<file path="config.mk">
export PLATFORM = sky130hd
export DESIGN_NAME = lsu
export DESIGN_NICKNAME = d
export VERILOG_FILES = /design/src/rtl/lsu.sv
export SDC_FILE = /design/constraint.sdc
export NUM_CORES = 1
export LEC_CHECK = 0
export CAP_MARGIN = 20
export CORE_MARGIN = 2
export CORE_UTILIZATION = 42
export CTS_BUF_LIST = sky130_fd_sc_hd__clkbuf_4 sky130_fd_sc_hd__clkbuf_8 sky130_fd_sc_hd__clkbuf_16
export DETAILED_ROUTE_END_ITERATION = 16
export PLACE_DENSITY = 0.77
export SLEW_MARGIN = 10
export SYNTH_ARGS = -nofsm -noshare
export SYNTH_HDL_FRONTEND = slang
export SYNTH_SLANG_ARGS = --single-unit
</file>
<file path="constraint.sdc">
create_clock -name i_clk -period 1.95 [get_ports i_clk]
set_input_delay 0.39 -clock i_clk [delete_from_list [all_inputs] [get_ports i_clk]]
set_output_delay 0.39 -clock i_clk [all_outputs]
set_load 0.05 [all_outputs]
</file>
<file path="src/rtl/lsu.sv">
// Load/store unit: single-outstanding memory handshake with store lane alignment,
// load extraction/extension, and accept-time / response-timeout exceptions.
module lsu #(
  parameter int unsigned TIMEOUT = 255
) (
  input  logic        i_clk,
  input  logic        i_rst_n,
  input  logic        i_valid,
  output logic        o_ready,
  input  logic        i_load,
  input  logic        i_store,
  input  logic [2:0]  i_funct3,
  input  logic [31:0] i_addr,
  input  logic [31:0] i_wdata,
  input  logic [4:0]  i_rd,
  output logic        o_mem_req,
  input  logic        i_mem_gnt,
  output logic [31:0] o_mem_addr,
  output logic        o_mem_wen,
  output logic [31:0] o_mem_wdata,
  output logic [3:0]  o_mem_mask,
  input  logic        i_mem_rvalid,
  input  logic [31:0] i_mem_rdata,
  output logic        o_wb_valid,
  output logic [4:0]  o_wb_rd,
  output logic [31:0] o_wb_data,
  output logic        o_done,
  output logic        o_exc,
  output logic [1:0]  o_exc_code
);

  localparam logic [15:0] TimeoutCnt = 16'(TIMEOUT);

  localparam logic [1:0] ExcNone     = 2'b00;
  localparam logic [1:0] ExcMisalign = 2'b01;
  localparam logic [1:0] ExcIllegal  = 2'b10;
  localparam logic [1:0] ExcTimeout  = 2'b11;

  typedef enum logic [1:0] {StIdle, StReq, StWait, StResp} state_e;

  state_e      state_q, state_d;
  logic [1:0]  exc_q, exc_d;
  logic [15:0] cnt_q, cnt_d;
  logic [31:0] addr_q;
  logic [2:0]  funct3_q;
  logic [31:0] wdata_q;
  logic [4:0]  rd_q;
  logic        is_load_q;
  logic [31:0] wb_data_q;
  logic [4:0]  wb_rd_q;

  logic        accept;
  logic        capture;
  logic        wb_load;
  logic        acc_illegal;
  logic        acc_misal;
  logic [7:0]  ld_byte;
  logic [15:0] ld_half;
  logic [31:0] ld_ext;

  assign accept = i_valid & (state_q == StIdle) & (i_load | i_store);

  // Accept-time checks look at the incoming instruction, not the registered copy.
  always_comb begin
    acc_illegal = (i_funct3 == 3'b011) | (i_funct3 == 3'b110) | (i_funct3 == 3'b111) |
                  (i_store & i_funct3[2]);
    acc_misal   = ((i_funct3[1:0] == 2'b01) & i_addr[0]) |
                  ((i_funct3[1:0] == 2'b10) & (i_addr[1:0] != 2'b00));
  end

  always_comb begin
    state_d = state_q;
    exc_d   = exc_q;
    cnt_d   = cnt_q;
    capture = 1'b0;
    wb_load = 1'b0;
    unique case (state_q)
      StIdle: begin
        if (accept) begin
          capture = 1'b1;
          if (acc_illegal) begin
            exc_d   = ExcIllegal;
            state_d = StResp;
          end else if (acc_misal) begin
            exc_d   = ExcMisalign;
            state_d = StResp;
          end else begin
            exc_d   = ExcNone;
            state_d = StReq;
          end
        end
      end
      StReq: begin
        if (i_mem_gnt) begin
          if (is_load_q) begin
            cnt_d   = 16'd0;
            state_d = StWait;
          end else begin
            state_d = StResp;
          end
        end
      end
      StWait: begin
        // A response on the timeout cycle still completes the load normally.
        if (i_mem_rvalid) begin
          wb_load = 1'b1;
          state_d = StResp;
        end else if (cnt_q == TimeoutCnt) begin
          exc_d   = ExcTimeout;
          state_d = StResp;
        end else begin
          cnt_d = cnt_q + 16'd1;
        end
      end
      StResp: begin
        state_d = StIdle;
      end
      default: begin
        state_d = StIdle;
      end
    endcase
  end

  always_ff @(posedge i_clk or negedge i_rst_n) begin
    if (!i_rst_n) begin
      state_q <= StIdle;
      exc_q   <= ExcNone;
      cnt_q   <= 16'd0;
    end else begin
      state_q <= state_d;
      exc_q   <= exc_d;
      cnt_q   <= cnt_d;
    end
  end

  always_ff @(posedge i_clk or negedge i_rst_n) begin
    if (!i_rst_n) begin
      addr_q    <= 32'd0;
      funct3_q  <= 3'd0;
      wdata_q   <= 32'd0;
      rd_q      <= 5'd0;
      is_load_q <= 1'b0;
    end else if (capture) begin
      addr_q    <= i_addr;
      funct3_q  <= i_funct3;
      wdata_q   <= i_wdata;
      rd_q      <= i_rd;
      is_load_q <= i_load;
    end
  end

  always_comb begin
    ld_byte = 8'd0;
    case (addr_q[1:0])
      2'b00:   ld_byte = i_mem_rdata[7:0];
      2'b01:   ld_byte = i_mem_rdata[15:8];
      2'b10:   ld_byte = i_mem_rdata[23:16];
      default: ld_byte = i_mem_rdata[31:24];
    endcase
    ld_half = addr_q[1] ? i_mem_rdata[31:16] : i_mem_rdata[15:0];
    ld_ext  = i_mem_rdata;
    case (funct3_q)
      3'b000:  ld_ext = {{24{ld_byte[7]}}, ld_byte};
      3'b001:  ld_ext = {{16{ld_half[15]}}, ld_half};
      3'b100:  ld_ext = {24'd0, ld_byte};
      3'b101:  ld_ext = {16'd0, ld_half};
      default: ld_ext = i_mem_rdata;
    endcase
  end

  // Write-back registers hold their value until the next successful load.
  always_ff @(posedge i_clk or negedge i_rst_n) begin
    if (!i_rst_n) begin
      wb_data_q <= 32'd0;
      wb_rd_q   <= 5'd0;
    end else if (wb_load) begin
      wb_data_q <= ld_ext;
      wb_rd_q   <= rd_q;
    end
  end

  always_comb begin
    o_mem_req   = 1'b0;
    o_mem_addr  = 32'd0;
    o_mem_wen   = 1'b0;
    o_mem_wdata = 32'd0;
    o_mem_mask  = 4'd0;
    if (state_q == StReq) begin
      o_mem_req  = 1'b1;
      o_mem_addr = {addr_q[31:2], 2'b00};
      o_mem_wen  = ~is_load_q;
      case (funct3_q[1:0])
        2'b00: begin
          o_mem_mask  = 4'b0001 << addr_q[1:0];
          o_mem_wdata = {4{wdata_q[7:0]}};
        end
        2'b01: begin
          o_mem_mask  = addr_q[1] ? 4'b1100 : 4'b0011;
          o_mem_wdata = {2{wdata_q[15:0]}};
        end
        default: begin
          o_mem_mask  = 4'b1111;
          o_mem_wdata = wdata_q;
        end
      endcase
    end
  end

  always_comb begin
    o_ready    = (state_q == StIdle);
    o_done     = (state_q == StResp);
    o_exc      = (state_q == StResp) & (exc_q != ExcNone);
    o_exc_code = (state_q == StResp) ? exc_q : ExcNone;
    o_wb_valid = (state_q == StResp) & is_load_q & (exc_q == ExcNone);
    o_wb_data  = wb_data_q;
    o_wb_rd    = wb_rd_q;
  end

endmodule

</file>
==> impl_summary.log <==
INFO  metric outcome = finished, violations left
INFO  metric failed_checks = setup timing
INFO  metric pre_cts_slack = -0.194 ns
INFO  metric finalClockSkew = 0.00672 ns
INFO  metric syn_area = 6800 um2
INFO  metric crit_path_max_incr_delay = 0.42 ns
INFO  metric cts_sinks = 130
INFO  metric dpl_cell_area = roughly 11000 um2
INFO  metric seq_area_frac_synth = 0.478
INFO  metric finalCritPeriodShare = 1.10
INFO  metric place.gp.congestion = between 0.8 and 0.9
INFO  metric h_tree_depth = 4
INFO  metric netlist-cell-type-count = between 50 and 60
INFO  metric final_ant_viol_nets = 0
INFO  metric setup_viol = 81
INFO  metric die_width = 131 um
INFO  metric drive_above_1_share = 0.405
INFO  metric first_pass_grt_wire_length = around 34000 um
INFO  metric critical_path_peak_fanout = 5
INFO  metric hold_path_class = input pin to async pin
INFO  metric cts_tree = built
INFO  metric via_count = 6257
INFO  metric clock_insertion_delay_worst_skew = 0.42 ns
INFO  metric critPathCaptureType = output port
INFO  metric synth-async-reset-ratio = 1.00
INFO  metric worstReg2RegStart = state_q[0]
INFO  metric power_leakage = between 5 and 6 nW
INFO  metric start_util = 0.428
INFO  metric floorplan.die_area = 17200 um2
INFO  metric netlist.top_cell.by_area = dfrtp_1
INFO  metric wl_per_cell = 18.8 um
INFO  metric design.core.area = 15900 um2
INFO  metric layout-area-overhead-vs-synth = 74.2%
INFO  metric core.rowCount = between 40 and 50
INFO  metric arrival = around 1.8 ns
INFO  metric yosys.area.top_type_share = 0.478
INFO  metric power.net_switching = 9.97 mW
INFO  metric dp_hpwl = 14400 um
INFO  metric max-vdd-ir-drop = 1.45 mV
INFO  metric cpMaxStageDelayCell = dfrtp_2
INFO  metric critical_path_required = 1.56 ns
INFO  metric timing.critical_path.from = state_q[1]
INFO  metric netlist_top_cells_count = dfrtp_1 (130), nand2_1 (87), mux2_2 (74), and2_1 (48), clkbuf_1 (39)
INFO  metric track_usage = 0.250
INFO  metric final_std_cell_area_no_fill = roughly 12000 um2
INFO  metric number_of_global_route_vias_before_repair = 6523
INFO  metric worst_hold_slack = 0.349 ns
INFO  metric power.internal = 13.1 mW
INFO  metric rsz_0062_raised_after_global_routing = yes
INFO  metric drc = 0
INFO  metric drv.max_cap_violation_count = 0
INFO  metric postRouteWirelength = 21700 um
INFO  metric critical_path.most_common_cell = buf_12
INFO  metric numCtsBuffers = 17
INFO  metric comb_power_share = 0.651
INFO  metric clock_slew_at_reported_path_ffs = around 0.06 ns
INFO  metric antenna_found_initial = 2
INFO  metric yosysWarningCount = 0
INFO  metric detailed_router_iteration_count_before_antenna_repair = 4
INFO  metric detailedRoute.firstIterationViolations = approximately 260
INFO  metric post-route-min-period = approximately 2.1 ns
INFO  metric synth-seq-cells = 130
INFO  metric fmaxAchievable = around 470 MHz
INFO  metric synth.top_cells.by_area = dfrtp_1 (48%), mux2_2 (12%), nand2_1 (4.8%)
INFO  metric yosys.cell_count.top_type = dfrtp_1
INFO  metric grt_overflow = 0
INFO  metric critPathBufInv = 4
INFO  metric timing.critical_path.max_delay_family = buffers and inverters
INFO  metric root_buffer_master = clkbuf_16
INFO  metric clock_tree.buffer_depth = 2
INFO  metric port-buffer-count = ~220
INFO  metric critPathLaunchType = flop
INFO  metric timing.setup.critical_path_class = flop to output port
INFO  metric power_density = 1950 nW/um2
INFO  metric drv_slew = 0
INFO  metric synthCells = about 660
INFO  metric finalCoreUtilization = 0.746
INFO  metric grt_max_degree = 66
INFO  metric detail_route.vias_per_cell = 5.42
INFO  metric critical_path.cell_chain = inv_2 > ha_4 > buf_12 > buf_16 > nor2b_4 > buf_12
INFO  metric postSynthAreaPerCell = approximately 10 um2
INFO  metric worstMarginPinSlew = 0.555 ns
INFO  metric worst_case_setup_margin_in_the_final_layout = -0.190 ns
INFO  metric worst_slew_margin_rel = 0.629
INFO  metric commonest_register_cell_after_synthesis = dfrtp_1
INFO  metric final-hold-violation-count = 0
INFO  metric die_h = 131 um
INFO  metric synth-edff-count = 0
INFO  metric fillers = 1048
INFO  metric num_io_pins = about 220
INFO  metric swShare = 0.432
INFO  metric share_seq_of_total_power = 0.203
INFO  metric layout.nets = approximately 1000
INFO  metric clock_power_share = 0.146
worst paths after layout:
path / endpoint / slack [ns] / cells past startpoint
worst max-delay path: o_mem_wdata[23] / -0.19 / 6
worst min-delay path: o_wb_data[28] / 0.35 / 2
worst max register to register: cnt_q[8] / -0.16 / 8
worst min register to register: o_wb_rd[0] / 0.46 / 2
max in group asynchronous: funct3_q[0] / 1.01 / 3
min in group i_clk: o_wb_rd[0] / 0.46 / 2
layout by cell type, fill, tap and decap left out, types with 10 or more instances in the layout:
master and n:
a21oi_1 14, and2_4 48, buf_12 84, buf_4 40, buf_6 19, clkbuf_16 17
clkdlybuf4s50_1 109, dfrtp_1 127, dlygate4sd2_1 31, mux2_2 74, mux2i_1 23, nand2_1 85
nand3_1 33, nor2_1 13, nor2b_1 10, nor2b_4 12, o21ai_0 18, o31ai_1 12
kinds of logic (layout without fill, tap and decap cells):
family          after synthesis  in the layout  synth area share
buf+inv                      56            331            0.0349
simple gates                258            258             0.202
compound gates              113            113             0.114
other cells                   1              3          0.000551
fa+ha+maj                     6              6            0.0110
mux                          98             98             0.160
flops                       130            130             0.478
worst register-to-register path, delay by kind of cell (launching register included):
kind | cells | cell delay [ns]
DFF | 1 | 0.38
AOI/OAI and AO/OA | 3 | 0.47
adders and majority gates | 1 | 0.22
buffers and inverters | 3 | 0.48
and+or+nand+nor | 1 | 0.49
metal layers:
layer / routed length (um) / vias up / global-route usage
met4: 485 / 2 / 0.0936
met2: 11300 / 236 / 0.434
li1: - / 2870 / -
met5: 13 / - / 0
met3: 1800 / 40 / 0.0938
met1: 8100 / 3109 / 0.279
sequential cells by signal, summed over array words and instances, names as in the netlist:
signal	flops
rd_q	5
is_load_q	1
o_wb_data	32
wdata_q	32
state_q	2
cnt_q	16
exc_q	2
funct3_q	3
addr_q	32
o_wb_rd	5
repair_timing:
item                                    4_1_cts  5_1_grt
buffers inserted                             13       10
hold buffers                                  1        0
gates resized for setup                      81       52
pin swaps                                     4       25
cloned                                        6        1
endpoints found under the setup margin      106       98
hold endpoints to repair                      9        0
through the flow:
stage               std cells  setup TNS, ns  power [mW]
floorplan                 663         -0.435        12.8
global placement         1095          -3.45        18.0
detailed placement       1095          -5.07        18.3
CTS                      1147         -12.93        22.7
global route             1155         -16.68        24.1
finish                   1155         -11.02        23.1
power groups by stage:
stage / Combinational, mW / Clock (mW) / Sequential [mW]
after global placement: 13.4 / 0 / 4.65
after CTS: 14.7 / 3.39 / 4.67
after detailed placement: 13.6 / 0 / 4.71
after floorplan: 7.18 / 0 / 5.60
final: 15.0 / 3.36 / 4.69
after global routing: 15.7 / 3.53 / 4.85
area by class of cell:
cell class / instances / area, um2 / share of cell area
antenna: 1 / 2.50 / 0.000211
inverter: 8 / 32.5 / 0.00274
tap: 216 / 270 / 0.0228
clock buffer: 23 / 495 / 0.0418
sequential: 130 / 3260 / 0.275
clock inverter: 9 / 128 / 0.0108
timing repair buffer: 291 / 3730 / 0.315
multi-input combinational: 477 / 3940 / 0.332
Power figures use the tool's default switching activity.
